### src/rtl/io_stream_bridge.sv
// io_stream_bridge: peripheral-side counterpart of a single-cycle core's INPUT/OUTPUT ports.
//   Core OUTPUT words are pushed into a TX FIFO that drains to an external valid/ready sink.
//   An RX FIFO buffers words from an external valid/ready source and presents its head to
//   the core INPUT port. Both FIFOs are first-word fall-through.
// Ports:
//   clk, rst                         clock, asynchronous active-high reset
//   cpu_out_data/strobe/full         core OUTPUT side (TX FIFO write)
//   cpu_in_data/strobe/avail         core INPUT side (RX FIFO read)
//   ext_tx_data/valid/ready          outgoing stream (TX FIFO head)
//   ext_rx_data/valid/ready          incoming stream (RX FIFO write)
//   tx_count, rx_count               FIFO occupancy, 0..DEPTH
//   tx_overflow, rx_underflow        sticky error flags, cleared by flag_clr
module io_stream_bridge #(
    parameter int unsigned DATA_W = 32,
    parameter int unsigned DEPTH  = 4
) (
    input  logic                         clk,
    input  logic                         rst,
    // core side
    input  logic [DATA_W-1:0]            cpu_out_data,
    input  logic                         cpu_out_strobe,
    output logic [DATA_W-1:0]            cpu_in_data,
    input  logic                         cpu_in_strobe,
    output logic                         cpu_in_avail,
    output logic                         cpu_out_full,
    // external TX stream
    output logic [DATA_W-1:0]            ext_tx_data,
    output logic                         ext_tx_valid,
    input  logic                         ext_tx_ready,
    // external RX stream
    input  logic [DATA_W-1:0]            ext_rx_data,
    input  logic                         ext_rx_valid,
    output logic                         ext_rx_ready,
    // status
    output logic [$clog2(DEPTH):0]       tx_count,
    output logic [$clog2(DEPTH):0]       rx_count,
    output logic                         tx_overflow,
    output logic                         rx_underflow,
    input  logic                         flag_clr
);

    localparam int unsigned PTR_W = $clog2(DEPTH);
    localparam int unsigned CNT_W = $clog2(DEPTH) + 1;
    localparam logic [CNT_W-1:0] FULL_CNT = CNT_W'(DEPTH);

    // ------------------------------------------------------------------
    // State
    // ------------------------------------------------------------------
    logic [DATA_W-1:0] tx_mem [DEPTH];
    logic [DATA_W-1:0] rx_mem [DEPTH];

    logic [PTR_W-1:0]  tx_wr_q, tx_wr_d;
    logic [PTR_W-1:0]  tx_rd_q, tx_rd_d;
    logic [CNT_W-1:0]  tx_cnt_q, tx_cnt_d;
    logic [PTR_W-1:0]  rx_wr_q, rx_wr_d;
    logic [PTR_W-1:0]  rx_rd_q, rx_rd_d;
    logic [CNT_W-1:0]  rx_cnt_q, rx_cnt_d;
    logic              tx_ovf_q, tx_ovf_d;
    logic              rx_unf_q, rx_unf_d;

    // ------------------------------------------------------------------
    // Handshake decode
    // ------------------------------------------------------------------
    logic tx_push, tx_pop, tx_drop;
    logic rx_push, rx_pop, rx_miss;
    logic tx_nonempty, rx_nonempty;

    assign tx_nonempty = (tx_cnt_q != '0);
    assign rx_nonempty = (rx_cnt_q != '0);

    // TX pop frees a slot in the same cycle, so a push at full is still accepted
    assign tx_pop  = tx_nonempty && ext_tx_ready;
    assign tx_push = cpu_out_strobe && ((tx_cnt_q != FULL_CNT) || tx_pop);
    assign tx_drop = cpu_out_strobe && !tx_push;

    // RX ready depends only on occupancy, never on the core's read strobe
    assign ext_rx_ready = !rst && (rx_cnt_q != FULL_CNT);
    assign rx_push      = ext_rx_valid && ext_rx_ready;
    assign rx_pop       = cpu_in_strobe && rx_nonempty;
    assign rx_miss      = cpu_in_strobe && !rx_nonempty;

    // ------------------------------------------------------------------
    // Next-state logic
    // ------------------------------------------------------------------
    always_comb begin
        tx_wr_d  = tx_wr_q;
        tx_rd_d  = tx_rd_q;
        tx_cnt_d = tx_cnt_q;
        rx_wr_d  = rx_wr_q;
        rx_rd_d  = rx_rd_q;
        rx_cnt_d = rx_cnt_q;
        tx_ovf_d = tx_ovf_q;
        rx_unf_d = rx_unf_q;

        // TX pointers and occupancy
        if (tx_push) begin
            tx_wr_d = tx_wr_q + PTR_W'(1);
        end
        if (tx_pop) begin
            tx_rd_d = tx_rd_q + PTR_W'(1);
        end
        if (tx_push && !tx_pop) begin
            tx_cnt_d = tx_cnt_q + CNT_W'(1);
        end else if (tx_pop && !tx_push) begin
            tx_cnt_d = tx_cnt_q - CNT_W'(1);
        end

        // RX pointers and occupancy
        if (rx_push) begin
            rx_wr_d = rx_wr_q + PTR_W'(1);
        end
        if (rx_pop) begin
            rx_rd_d = rx_rd_q + PTR_W'(1);
        end
        if (rx_push && !rx_pop) begin
            rx_cnt_d = rx_cnt_q + CNT_W'(1);
        end else if (rx_pop && !rx_push) begin
            rx_cnt_d = rx_cnt_q - CNT_W'(1);
        end

        // Sticky flags: a new event in the clearing cycle keeps the flag set
        if (flag_clr) begin
            tx_ovf_d = 1'b0;
            rx_unf_d = 1'b0;
        end
        if (tx_drop) begin
            tx_ovf_d = 1'b1;
        end
        if (rx_miss) begin
            rx_unf_d = 1'b1;
        end
    end

    // ------------------------------------------------------------------
    // Control registers
    // ------------------------------------------------------------------
    always_ff @(posedge clk or posedge rst) begin
        if (rst) begin
            tx_wr_q  <= '0;
            tx_rd_q  <= '0;
            tx_cnt_q <= '0;
            rx_wr_q  <= '0;
            rx_rd_q  <= '0;
            rx_cnt_q <= '0;
            tx_ovf_q <= 1'b0;
            rx_unf_q <= 1'b0;
        end else begin
            tx_wr_q  <= tx_wr_d;
            tx_rd_q  <= tx_rd_d;
            tx_cnt_q <= tx_cnt_d;
            rx_wr_q  <= rx_wr_d;
            rx_rd_q  <= rx_rd_d;
            rx_cnt_q <= rx_cnt_d;
            tx_ovf_q <= tx_ovf_d;
            rx_unf_q <= rx_unf_d;
        end
    end

    // Storage arrays carry no reset; contents are meaningless while the count is zero
    always_ff @(posedge clk) begin
        if (tx_push) begin
            tx_mem[tx_wr_q] <= cpu_out_data;
        end
        if (rx_push) begin
            rx_mem[rx_wr_q] <= ext_rx_data;
        end
    end

    // ------------------------------------------------------------------
    // Outputs: heads fall through from registered storage
    // ------------------------------------------------------------------
    assign ext_tx_valid = tx_nonempty;
    assign ext_tx_data  = tx_mem[tx_rd_q];
    assign cpu_out_full = (tx_cnt_q == FULL_CNT);

    assign cpu_in_avail = rx_nonempty;
    assign cpu_in_data  = rx_nonempty ? rx_mem[rx_rd_q] : '0;

    assign tx_count     = tx_cnt_q;
    assign rx_count     = rx_cnt_q;
    assign tx_overflow  = tx_ovf_q;
    assign rx_underflow = rx_unf_q;

endmodule

### config.mk
export PLATFORM = sky130hd
export DESIGN_NAME = io_stream_bridge
export DESIGN_NICKNAME = d
export VERILOG_FILES = /design/src/rtl/io_stream_bridge.sv
export SDC_FILE = /design/constraint.sdc
export NUM_CORES = 1
export LEC_CHECK = 0
export BUFFER_PORTS_ARGS = -buffer_cell sky130_fd_sc_hd__buf_2
export CORE_MARGIN = 1
export CORE_UTILIZATION = 50
export DETAILED_ROUTE_END_ITERATION = 12
export PLACE_DENSITY = 0.76
export SYNTH_ARGS = -nofsm -noshare
export SYNTH_HDL_FRONTEND = slang
export SYNTH_SLANG_ARGS = --single-unit
### constraint.sdc
create_clock -name clk -period 2.1 [get_ports clk]
set_clock_uncertainty 0.15 [all_clocks]
set_input_delay 0.21 -clock clk [delete_from_list [all_inputs] [get_ports clk]]
set_output_delay 0.21 -clock clk [all_outputs]
set_load 0.02 [all_outputs]
== After elaboration in Yosys (flattened, before gate mapping) ==
Memory sizes are Yosys's and may differ from the RTL's.
Cells that the tools add are included.
Word-level totals
  logic and storage cells: 57
  output and inout port bits: 76
  register bits after elaboration: 16
  bits in writable memories: 256
  memories: 2
  input bits: 71
Memory list
  rx_mem: words 4, bits a word 32, read ports 1, clocked after Yosys merged registers in 0, write ports 1, line 50  | logic [DATA_W-1:0] rx_mem [DEPTH];
  tx_mem: words 4, bits a word 32, read ports 1, clocked after Yosys merged registers in 0, write ports 1, line 49  | logic [DATA_W-1:0] tx_mem [DEPTH];
Operators by class
  reduce and logical (&&, ||, !) cells: 24
  muxes and demuxes: 12
  eq/ne operators: 3
  add/sub/neg operators: 8
Operator list (number)
  $mux 32: 1
  $mux 3: 4
  $logic_and 1x1->1: 11
  $add 2x1->2 const B: 4
  $reduce_bool 2->1: 4
  $mux 1: 7
  $add 3x1->3 const B: 2
  $logic_not 1->1: 6
  $ne 3x3->1 const B: 2
  $reduce_bool 3->1: 2
  $sub 3x1->3 const B: 2
  $eq 3x3->1 const B: 1
  $logic_or 1x1->1: 1

== Logic depth before layout (Yosys ltp) ==
Gate-level depths: netlist of run 1.
  depth after elaboration: 8
  depth in mapped cells: 9
  gate-level depth less buffers: 8

== Worst setup path after synthesis of run 1 ==
No wires, ideal clock.
  kind: register to register
  start point: reg rx_cnt_q[0], in the netlist rx_count[0]
  end point: mem rx_mem[0][0] (enable)
  cell stages (with the launch flop): 4
  setup slack: -287 ps
  library setup time: 392 ps
  data arrival time: 1845 ps
  clock period less this slack: 2387 ps
  required time: 1558 ps
  buffers on the path: 0
  cell sequence: dfrtp_1 -> nor2_1 -> a21oi_1 -> and2_1
On the way
  longest elaborated chain between the ends: 5
RTL lines
  from (decl): line 57  | logic [CNT_W-1:0] rx_cnt_q, rx_cnt_d;
  from (signal assigned): line 153  | rx_cnt_q <= rx_cnt_d;
  $ne 3x3->1: line 77  | assign ext_rx_ready = !rst && (rx_cnt_q != FULL_CNT);
  $logic_and 1x1->1: line 77
  $logic_and 1x1->1: line 78  | assign rx_push = ext_rx_valid && ext_rx_ready;
  via rx_push: line 65  | logic rx_push, rx_pop, rx_miss;
  $mux 1: line 164  | if (rx_push) begin
  $mux 1 (implied by the code): line 165  | rx_mem[rx_wr_q] <= ext_rx_data;
  to (decl): line 50
The timed path passes the listed nets, and every way through them passes these cells.

== Final worst setup path of run 1 ==
  start point: reg rx_rd_q[0]
  end point: out cpu_in_data[6]
On the way
  longest elaborated chain between the ends: 2
RTL lines
  from (decl): line 56  | logic [PTR_W-1:0] rx_rd_q, rx_rd_d;
  from (signal assigned): line 152  | rx_rd_q <= rx_rd_d;
  $mem_v2 4x32
  $mux 32: line 177  | assign cpu_in_data = rx_nonempty ? rx_mem[rx_rd_q] : '0;
  to (decl): line 22  | output logic [DATA_W-1:0] cpu_in_data,
No other way between the ends.

==> summary.md, run 1 <==
| Metric | Value |
|---|---|
| Ys async rst share | 0.05882 |
| Wirelength per Cell | 22.18 µm |
| Failing checks | negative setup slack |
| Unrepaired setup endpoints after global routing | true |
| Worst-path cell chain | buf_12, buf_16, mux4_2, and2_4, buf_6 |
| Worst Path Max Fanout | 7 |
| Ys Warns | 0 |
| Post-Syn Nets | 536 |
| Synth area leaders | edfxtp_1, mux4_2, dfrtp_1, and2_1, ha_1 |
| Vias in the first global route | 5953 |
| Overall Global Routing Usage | 0.2057 |
| Worst hold stages | 5 |
| Total power | about 0.021 W |
| I/O pin count | around 150 |
| Final period utilization | 1.133 |
| Gpl congestion | a little under 0.8 |
| DR iter-0 viols | about 330 |
| Routed Antenna Nets | 0 |
| Critical Path End Type | output pin |
| Worst-path clk slew | roughly 60 ps |
| Max VDD drop | ~0.00083 V |
| Fin Hold WS | 114.3 ps |
| Site Rows | 52 |
| Total placed instance area | about 12000 µm² |
| Leak Pwr | 5.174 nW |
| Final non-filler cell total | between 1000 and 1500 |
| Largest net degree at the start of global routing | 36 |
| Share of cells above drive strength 1 | 0.4887 |
| Synth top cells by count | edfxtp_1, mux4_2, and2_1 |
| Hold crit path type | input pin to flop |
| Core ar. | 20300 µm² |
| Critical Path Slowest Stage Cell | mux4_2 |
| Routed vias | about 5500 |
| Dpl ws | -20.18 ps |
| Slew HR | 0.5740 |
| Post-route cell area | 14270 µm² |
| Area fraction of the dominant cell type after synthesis | 0.7387 |
| Pwr per Cell Area | around 1500 nW/µm² |
| WL final | 22670 µm |
| Setup CP Type | flop to output pin |
| Grt ovf | 0 |
| Clock Tree Root | clkbuf_16 |
| MaxCap Viol Count | 0 |
| DR vias/cell | between 5 and 6 |
| TritonCTS Buffers | 28 |
| Antenna violations before repair | 1 |
| Fill count | 1245 |
| Port bufs | 146 |
| Cell taking the most area after synthesis | edfxtp_1 |
| # setup viols final | 67 |
| Max-slew violations | 0 |
| Netlist cell types | 28 |
| DRC Markers | 0 |
| Reg-to-reg startpoint | rx_count[1] |
| Skew-Pair Late Insertion Delay | 520 ps |
| WHS Endpoint | rx_count[0] |
| H-tree levels | 1 |
| Max Clk Rate | 420.3 MHz |
| Hold Path Origin | ext_rx_valid |
| Min cycle time layout | 2379 ps |
| R2R Path End | rx_count[2] |
| Worst-case reg-to-reg path depth | 8 |
| Most frequent cell after synthesis | edfxtp_1 |
| Outcome | finished with violations |
| Synthesized area | about 10000 µm² |
| Post-synthesis sequential area ratio | 0.7772 |
| Sink Count | approximately 270 |
| Layout area overhead | 37.10% |
| Global-route wire length before repair | 33130 µm |
| CTS tree | built |
| Flop2flop setup slack | -60 ps |
| Die Ht | 146.3 µm |
| Post-DP HPWL | 12650 µm |
| Dominant synthesized flop cell | edfxtp_1 |
| Die Footprint | 21390 µm² |
| CP Data Arrival Time | 2020 ps |
| Synthesized flop and latch total | 272 |
| CTS Buffer Depth | 3 |
| Cell count after placement | between 800 and 900 |
| Nets | 812 |
| Critical Path Max Stage Delay | 520 ps |
| Min setup slack post-route | -279.1 ps |
| Starting Density | 0.5126 |
| Required @ worst endpoint | about 1700 ps |
| Tightest Pin Transition | 638.3 ps |
| Die X | approximately 150 µm |
| Startpoint Class | flop |
| Avg Synthesized Cell Area | 22.97 µm² |
| EDFF count, synth | 256 |
| Mapped Cells | 453 |
| DRT Pass-1 Iters | 4 |
| Final Hold Vio Count | 0 |
metal layers:
| layer | vias up | part of all wire | track usage |
|---|---|---|---|
| met5 | - | 0 | 0 |
| met4 | 0 | 0.019 | 0.04740 |
| met3 | 36 | 0.059 | 0.04500 |
| met2 | 217 | 0.54 | 0.3821 |
| met1 | 2812 | 0.38 | 0.2432 |
| li1 | 2394 | - | - |
worst max-delay path by stage:
stage	from	end	slack [ps]	cells past startpoint
final	rx_rd_q[0]	cpu_in_data[6]	-280	5
after CTS	rx_rd_q[0]	cpu_in_data[6]	-350	5
after global routing	rx_rd_q[0]	cpu_in_data[2]	-340	5
after floorplan	rx_count[2]	rx_count[2]	-90	9
after global placement	rx_count[2]	rx_count[2]	40	8
after detailed placement	rx_count[2]	rx_count[2]	-20	8
power by group:
part,switching (W),internal (W)
sequential,0.000333,0.00693
combinational,0.00425,0.00495
clock,0.00197,0.00289
total,0.00655,0.0148
timing repair:
item,CTS,global route
resized for setup,116,77
hold endpoints to repair,280,0
buffers inserted,8,9
hold buffers,69,0
pin swaps,3,41
cloned,5,4
setup endpoints to repair,66,69
layout by cell type (no fill, tap or decap), drive strengths merged, types with 8 or more instances in the layout:
cell type	netlist	routed
and2	40	40
buf	16	195
clkbuf	5	37
clkinv	0	12
dfrtp	16	16
dlygate4sd3	0	69
edfxtp	256	256
ha	10	10
inv	10	10
mux4	64	64
xnor2	8	8
state kept, by name, indices dropped and copies added, names as in the netlist, 2 cells and up:
register,flops
rx_mem,128
tx_mem,128
rx_count,3
tx_count,3
rx_rd_q,2
rx_wr_q,2
tx_rd_q,2
tx_wr_q,2
kinds of logic after synthesis:
family	share of synthesized area
flops	0.7772
xor+xnor	0.01010
mux	0.1443
compound gates	0.002044
fa+ha+maj	0.01587
simple gates	0.03174
buf+inv	0.01876
per-stage QoR:
step           TNS [ps]    util
2_1_floorplan    -198.6       -
3_3_place_gp          0  0.5817
3_5_place_dp     -20.18  0.5817
4_1_cts          -15120  0.6875
5_1_grt          -16240  0.7028
6_report         -12310  0.7028
layout make-up:
type	count	area [µm²]	area share
clock inverter	18	168.9	0.01184
multi-input combinational	150	2276	0.1595
antenna	1	2.502	0.0001754
inverter	10	37.54	0.002631
tap	270	337.8	0.02368
sequential	272	8098	0.5676
timing repair buffer	267	2603	0.1824
clock buffer	34	744.5	0.05218
critical path, delay by kind of cell, from the launching register on:
kind                   cells  cell delay [ps]
muxes                      1              520
DFF                        1              370
and+or+nand+nor            1              160
buffers and inverters      3              420
Note: power is estimated with default switching activity, not from simulation.
==> run 2: changes to the inputs <==
CORE_UTILIZATION = 51   (was 50)
HOLD_SLACK_MARGIN = 0.12   (was unset)
PLACE_DENSITY = 0.77   (was 0.76)
==> run 2 against run 1 <==
- power decreased by 1.9%
- combinational power about the same
- the flow still finishes with violations (negative setup slack)
- worst setup slack improved by 16 ps
- fmax increased by 0.69%
- largest power group unchanged
==> summary.md, run 2 (synthesis results as in run 1) <==
| Metric | Value |
|---|---|
| Share of cells above drive strength 1 | 0.4793 (was 0.4887) |
| Grt ovf | 0 (unchanged) |
| CP Data Arrival Time | 2000 ps (was 2020 ps) |
| Final non-filler cell total | 1012 (was 1022) |
| Worst-path cell chain | buf_12, clkbuf_16, mux4_2, and2_4, buf_6 (was buf_12, buf_16, mux4_2, and2_4, buf_6) |
| Skew-Pair Late Insertion Delay | 510 ps (was 520 ps) |
| Area of the multi-input gates | 2287 µm² (was 2276 µm²) |
| H-tree levels | 1 (unchanged) |
| CTS tree | built (unchanged) |
| Worst Path Max Fanout | 6 (was 7) |
| I/O pin count | 147 (unchanged) |
| Hold crit path type | input pin to async pin (was input pin to flop) |
| Fill count | 1143 (was 1245) |
| Wirelength per Cell | 21.94 µm (was 22.18 µm) |
| CTS Buffer Depth | 3 (unchanged) |
| Tightest Pin Transition | 638.1 ps (was 638.3 ps) |
| Critical Path End Type | output pin (unchanged) |
| WL final | 22210 µm (was 22670 µm) |
| Failing checks | negative setup slack (unchanged) |
| Setup TNS Final | -10990 ps (was -12310 ps) |
| Nets | 812 (unchanged) |
| Layout area overhead | 35.99% (was 37.10%) |
| DR vias/cell | 5.357 (was 5.341) |
| Setup CP Type | flop to output pin (unchanged) |
| Unrepaired setup endpoints after global routing | true (unchanged) |
| Vias in the first global route | 5618 (was 5953) |
| Min setup slack post-route | -262.7 ps (was -279.1 ps) |
| GR Util met2 | 0.3798 (was 0.3821) |
| Worst-path clk slew | 60 ps (about the same) |
| Total placed instance area | 11730 µm² (was 11810 µm²) |
| Post-route cell area | 14150 µm² (was 14270 µm²) |
| Worst path top cell family by delay | multiplexers (unchanged) |
| Antenna violations before repair | 0 (was 1) |
| Final period utilization | 1.125 (was 1.133) |
| Outcome | finished with violations (unchanged) |
| Core ar. | 19720 µm² (was 20300 µm²) |
| DRC Markers | 0 (unchanged) |
| Met1 global-route usage | 0.2450 (was 0.2432) |
| Sink Count | 272 (unchanged) |
| Min cycle time layout | 2363 ps (was 2379 ps) |
| Global-route wire length before repair | 31470 µm (was 33130 µm) |
| Critical path buffer and inverter count | 3 (unchanged) |
| Overall Global Routing Usage | 0.2059 (was 0.2057) |
| # setup viols final | 67 (unchanged) |
| Max VDD drop | 0.0009646 V (was 0.0008336 V) |
| Startpoint Class | flop (unchanged) |
| Gpl congestion | 0.7287 (was 0.7887) |
| Most common cell after layout, fill and taps aside | edfxtp_1 (unchanged) |
| Post-DP HPWL | 11850 µm (was 12650 µm) |
| Final core utilization | 0.7177 (was 0.7028) |
| Max Clk Rate | 423.3 MHz (was 420.3 MHz) |
| Slew HR | 0.5741 (was 0.5740) |
| Starting Density | 0.5278 (was 0.5126) |
| Grt peak-use layer | met2 (unchanged) |
| Die Ht | 144.8 µm (was 146.3 µm) |
| Commonest non-fill, non-tap cells in the layout | edfxtp_1, buf_2, dlygate4sd3_1, buf_6, mux4_2 (unchanged) |
| Leak Pwr | 5.121 nW (was 5.174 nW) |
| Max-slew violations | 0 (unchanged) |
| MaxCap Viol Count | 0 (unchanged) |
| Die X | 144.8 µm (was 146.3 µm) |
| Total power | 0.02091 W (was 0.02133 W) |
| TritonCTS Buffers | 27 (was 28) |
| Port bufs | 146 (unchanged) |
| Die Footprint | 20980 µm² (was 21390 µm²) |
| Pwr per Cell Area | 1478 nW/µm² (was 1495 nW/µm²) |
| Required @ worst endpoint | 1740 ps (about the same) |
| Largest net degree at the start of global routing | 34 (was 36) |
| Clock Tree Root | clkbuf_16 (unchanged) |
| Final Hold Vio Count | 0 (unchanged) |
| DRT Pass-1 Iters | 4 (unchanged) |
| Site Rows | 51 (was 52) |
| Diodes inserted | 0 (was 1) |
| Routed vias | 5421 (was 5459) |
| Critical Path Slowest Stage Cell | mux4_2 (unchanged) |
| Sequential cell area | 8097 µm² (was 8098 µm²) |
| Routed Antenna Nets | 0 (unchanged) |
| Critical Path Max Stage Delay | 520 ps (about the same) |
| DR iter-0 viols | 277 (was 328) |
| Global Route met3 Usage | 0.04771 (was 0.04500) |
| Leading registers by flop count | rx_mem (128), tx_mem (128) (unchanged) |
| Cell count after placement | 869 (was 879) |
## run 2: cell count changes in the layout (fill, tap and decap cells not counted), sizes merged
cell and change:
buf -1, bufinv -1, clkinv -1, clkinvlp -3, diode -1, dlygate4sd3 +2
## run 2: path summary, 6_finish.rpt
path	start	to	slack, ps	depth (start not counted)
max	rx_rd_q[0]	cpu_in_data[14]	-260	5
min	rst	rx_count[0]	200	3
max reg2reg	rx_count[0]	rx_count[2]	-170	9
min reg2reg	tx_overflow	tx_overflow	390	2
max in group asynchronous	rst	tx_rd_q[0]	1140	3
min in group clk	ext_rx_data[6]	rx_mem[2][6]	290	2
## run 2: cell type report
type,instances,share of cell area
clock buffer,34,0.04960
clock inverter,13,0.007427
inverter,10,0.002653
multi-input combinational,150,0.1616
sequential,272,0.5721
tap,265,0.02343
timing repair buffer,268,0.1831
## run 2: metal layers
metal  wire length, µm  vias up  part of all wire
li1                  -     2386                 -
met1              8266     2794              0.37
met2             11970      208              0.54
met3              1577       33             0.071
met4               393        0             0.018
met5                 0        -                 0
## run 2: metrics by stage
stage	setup WS [ps]	hold WS [ps]
6_report	-262.7	199.3
5_1_grt	-301.4	255.5
4_1_cts	-317.5	208.9
3_5_place_dp	-19.86	201.6
3_3_place_gp	50.16	168.6
2_1_floorplan	-88.97	-26.60
## run 2: worst min-delay path, stage by stage
cell and delay (ps):
dlygate4sd3_1 540, buf_2 140, inv_1 470
## run 2: what timing repair did
item                       4_1_cts  5_1_grt
resized for setup               62      128
gates cloned                     5        4
setup buffers                    9        9
pin swaps                       12       34
hold endpoints to repair       283        0
hold buffers                    71        0
setup endpoints to repair       67       96
## run 2: power by group
group / switching, W / internal [W] / total [W]
Clock: 0.00188 / 0.00258 / 0.00447
Combinational: 0.00429 / 0.00494 / 0.00922
Sequential: 0.000292 / 0.00693 / 0.00722
==> run 3: changes to the inputs <==
==> constraint.sdc (replaced) <==
create_clock -name clk -period 2.1 [get_ports clk]
set_clock_uncertainty 0.15 [all_clocks]
set_input_delay 0.105 -clock clk [delete_from_list [all_inputs] [get_ports clk]]
set_output_delay 0.105 -clock clk [all_outputs]
set_load 0.02 [all_outputs]
==> run 3 against run 2 <==
- the flow still finishes with violations (negative setup slack)
- non-clock buffer count down 15
- final area down 2.2%
- utilization down 1.6 points
- power down 4.1%
- worst setup slack better by 47 ps
- wire length down 2.1%
- sequential power up 0.7%
- clock power up 7.4%
- critical path depth down 1
- count of clock-buffer cells in the layout up 1
- combinational power down 13%
- sequential share of layout area up 1.3 points
- critical path type unchanged
- highest routed layer unchanged
==> summary.md, run 3 (synthesis results as in run 1) <==
| Metric | Value |
|---|---|
| DR iter-0 viols | 331 (was 277) |
| Worst-path cell chain | buf_12, mux4_2, and2_1, buf_2 (was buf_12, clkbuf_16, mux4_2, and2_4, buf_6) |
| WL final | 21750 µm (was 22210 µm) |
| Slew HR | 0.5658 (was 0.5741) |
| Site Rows | 51 (unchanged) |
| Post-DP HPWL | 11800 µm (was 11850 µm) |
| Final Hold Vio Count | 0 (unchanged) |
| Starting Density | 0.5278 (unchanged) |
| Post-route cell area | 13830 µm² (was 14150 µm²) |
| Antenna violations before repair | 2 (was 0) |
| Total power | 0.02006 W (was 0.02091 W) |
| Nets | 798 (was 812) |
| Pwr per Cell Area | 1450 nW/µm² (was 1478 nW/µm²) |
| Startpoint Class | flop (unchanged) |
| Min cycle time layout | 2315 ps (was 2363 ps) |
| Clock Tree Root | clkbuf_16 (unchanged) |
| H-tree levels | 1 (unchanged) |
| Critical Path Max Stage Delay | 530 ps (was 520 ps) |
| MaxCap Viol Count | 0 (unchanged) |
| Max VDD drop | 0.0009956 V (was 0.0009646 V) |
| Leading registers by flop count | rx_mem (128), tx_mem (128) (unchanged) |
| Final core utilization | 0.7016 (was 0.7177) |
| Share of cells above drive strength 1 | 0.4435 (was 0.4793) |
| Outcome | finished with violations (unchanged) |
| DRC Markers | 0 (unchanged) |
| Setup CP Type | flop to output pin (unchanged) |
| Failing checks | negative setup slack (unchanged) |
| Total placed instance area | 11770 µm² (was 11730 µm²) |
| CP Data Arrival Time | 2060 ps (was 2000 ps) |
| Gpl congestion | 0.7071 (was 0.7287) |
| Vias in the first global route | 5879 (was 5618) |
| Worst Path Max Fanout | 19 (was 6) |
| Tightest Pin Transition | 650.6 ps (was 638.1 ps) |
| Critical Path Slowest Stage Cell | mux4_2 (unchanged) |
| Fill count | 1163 (was 1143) |
| I/O pin count | 147 (unchanged) |
| Final period utilization | 1.103 (was 1.125) |
| Unrepaired setup endpoints after global routing | true (unchanged) |
| Die Ht | 144.8 µm (unchanged) |
| Layout area overhead | 32.94% (was 35.99%) |
| Worst path top cell family by delay | multiplexers (unchanged) |
| Routed vias | 5363 (was 5421) |
| Worst-path clk slew | 60 ps (about the same) |
| Port bufs | 146 (unchanged) |
| Max Clk Rate | 431.9 MHz (was 423.3 MHz) |
| Wirelength per Cell | 21.70 µm (was 21.94 µm) |
| Critical path buffer and inverter count | 2 (was 3) |
| # setup viols final | 45 (was 67) |
| Fin Hold WS | 181.7 ps (was 199.3 ps) |
| Grt ovf | 0 (unchanged) |
| Min setup slack post-route | -215.5 ps (was -262.7 ps) |
| Hold crit path type | input pin to flop (was input pin to async pin) |
| Skew-Pair Late Insertion Delay | 520 ps (was 510 ps) |
| Critical Path End Type | output pin (unchanged) |
| DRT Pass-1 Iters | 4 (unchanged) |
| Die Footprint | 20980 µm² (unchanged) |
| Die X | 144.8 µm (unchanged) |
| Most common cell after layout, fill and taps aside | edfxtp_1 (unchanged) |
| Routed Antenna Nets | 0 (unchanged) |
| CTS Buffer Depth | 3 (unchanged) |
| Max-slew violations | 0 (unchanged) |
| Leak Pwr | 4.950 nW (was 5.121 nW) |
| CTS tree | built (unchanged) |
| Required @ worst endpoint | 1850 ps (was 1740 ps) |
| Core ar. | 19720 µm² (unchanged) |
| Commonest non-fill, non-tap cells in the layout | edfxtp_1, buf_2, dlygate4sd3_1, mux4_2, buf_6 (was edfxtp_1, buf_2, dlygate4sd3_1, buf_6, mux4_2) |
| Largest net degree at the start of global routing | 36 (was 34) |
| DR vias/cell | 5.352 (was 5.357) |
| Sink Count | 272 (unchanged) |
| Global-route wire length before repair | 32240 µm (was 31470 µm) |
| TritonCTS Buffers | 28 (was 27) |
| Overall Global Routing Usage | 0.2094 (was 0.2059) |
==> run 3: changes by cell type in the layout (fill, tap and decap cells not counted), sizes merged <==
cell,delta
buf,-13
clkinvlp,+1
diode,+2
bufinv,+1
dlygate4sd3,+1
clkbuf,-2
==> run 3: stage by stage <==
stage / cells / setup TNS, ps / setup WS [ps]
after floorplan: 453 / -198.6 / -88.97
after global placement: 868 / 0 / 45.06
after detailed placement: 868 / -23.49 / -23.49
after CTS: 999 / -7958 / -249.9
after global routing: 1002 / -9340 / -292.3
final: 1002 / -5186 / -215.5
==> run 3: worst paths after layout <==
path,slack [ps],start,cells after the start,endpoint
max,-220,rx_rd_q[0],4,cpu_in_data[14]
min,180,ext_rx_data[10],2,rx_mem[0][10]
max reg2reg,-20,rx_count[2],8,rx_count[2]
min reg2reg,400,tx_wr_q[1],1,tx_wr_q[1]
max in group asynchronous,670,rst,4,tx_count[1]
min in group asynchronous,670,rst,4,rx_count[2]
==> run 3: timing repair <==
item	in CTS	in global routing
buffers inserted	6	4
pin swaps	2	8
gates resized for setup	77	37
cloned	3	0
hold buffers	72	0
setup endpoints to repair	64	68
hold endpoints to repair	288	0
==> run 3: layout make-up <==
cell class              instances  area (µm²)  area share
multi-input cells             150        2233      0.1614
flip-flops and latches        272        8097      0.5852
diodes                          2       5.005   0.0003618
inverters                      10       37.54    0.002713
well taps                     265       331.6     0.02397
clock inverters                15       148.9     0.01076
repair buffers                253        2233      0.1614
clock buffers                  35       748.2     0.05408
==> run 3: worst register-to-register path, delay by kind of cell (launching register included) <==
kind                     cells  cell delay, ps
AND/OR/NAND/NOR              3             660
adder cells (fa/ha/maj)      2             480
flip-flops                   1             400
XOR/XNOR                     2             320
buffers and inverters        1              40
==> run 3: metal layers <==
layer  wire length, µm  up-vias  GRT usage  part of all wire
met4               361        0    0.04820             0.017
li1                  -     2365          -                 -
met3              1487       33    0.04870             0.068
met1              8214     2760     0.2506              0.38
met5                 0        -          0                 0
met2             11680      205     0.3831              0.54
==> run 3: power by group <==
group / switching (W) / total (W) / internal (W) / leakage [nW]
registers: 0.000333 / 0.00727 / 0.00693 / 2.52
clock network: 0.00193 / 0.00480 / 0.00288 / 0.436
logic: 0.00400 / 0.00799 / 0.00399 / 1.99
total: 0.00626 / 0.0201 / 0.0138 / 4.95
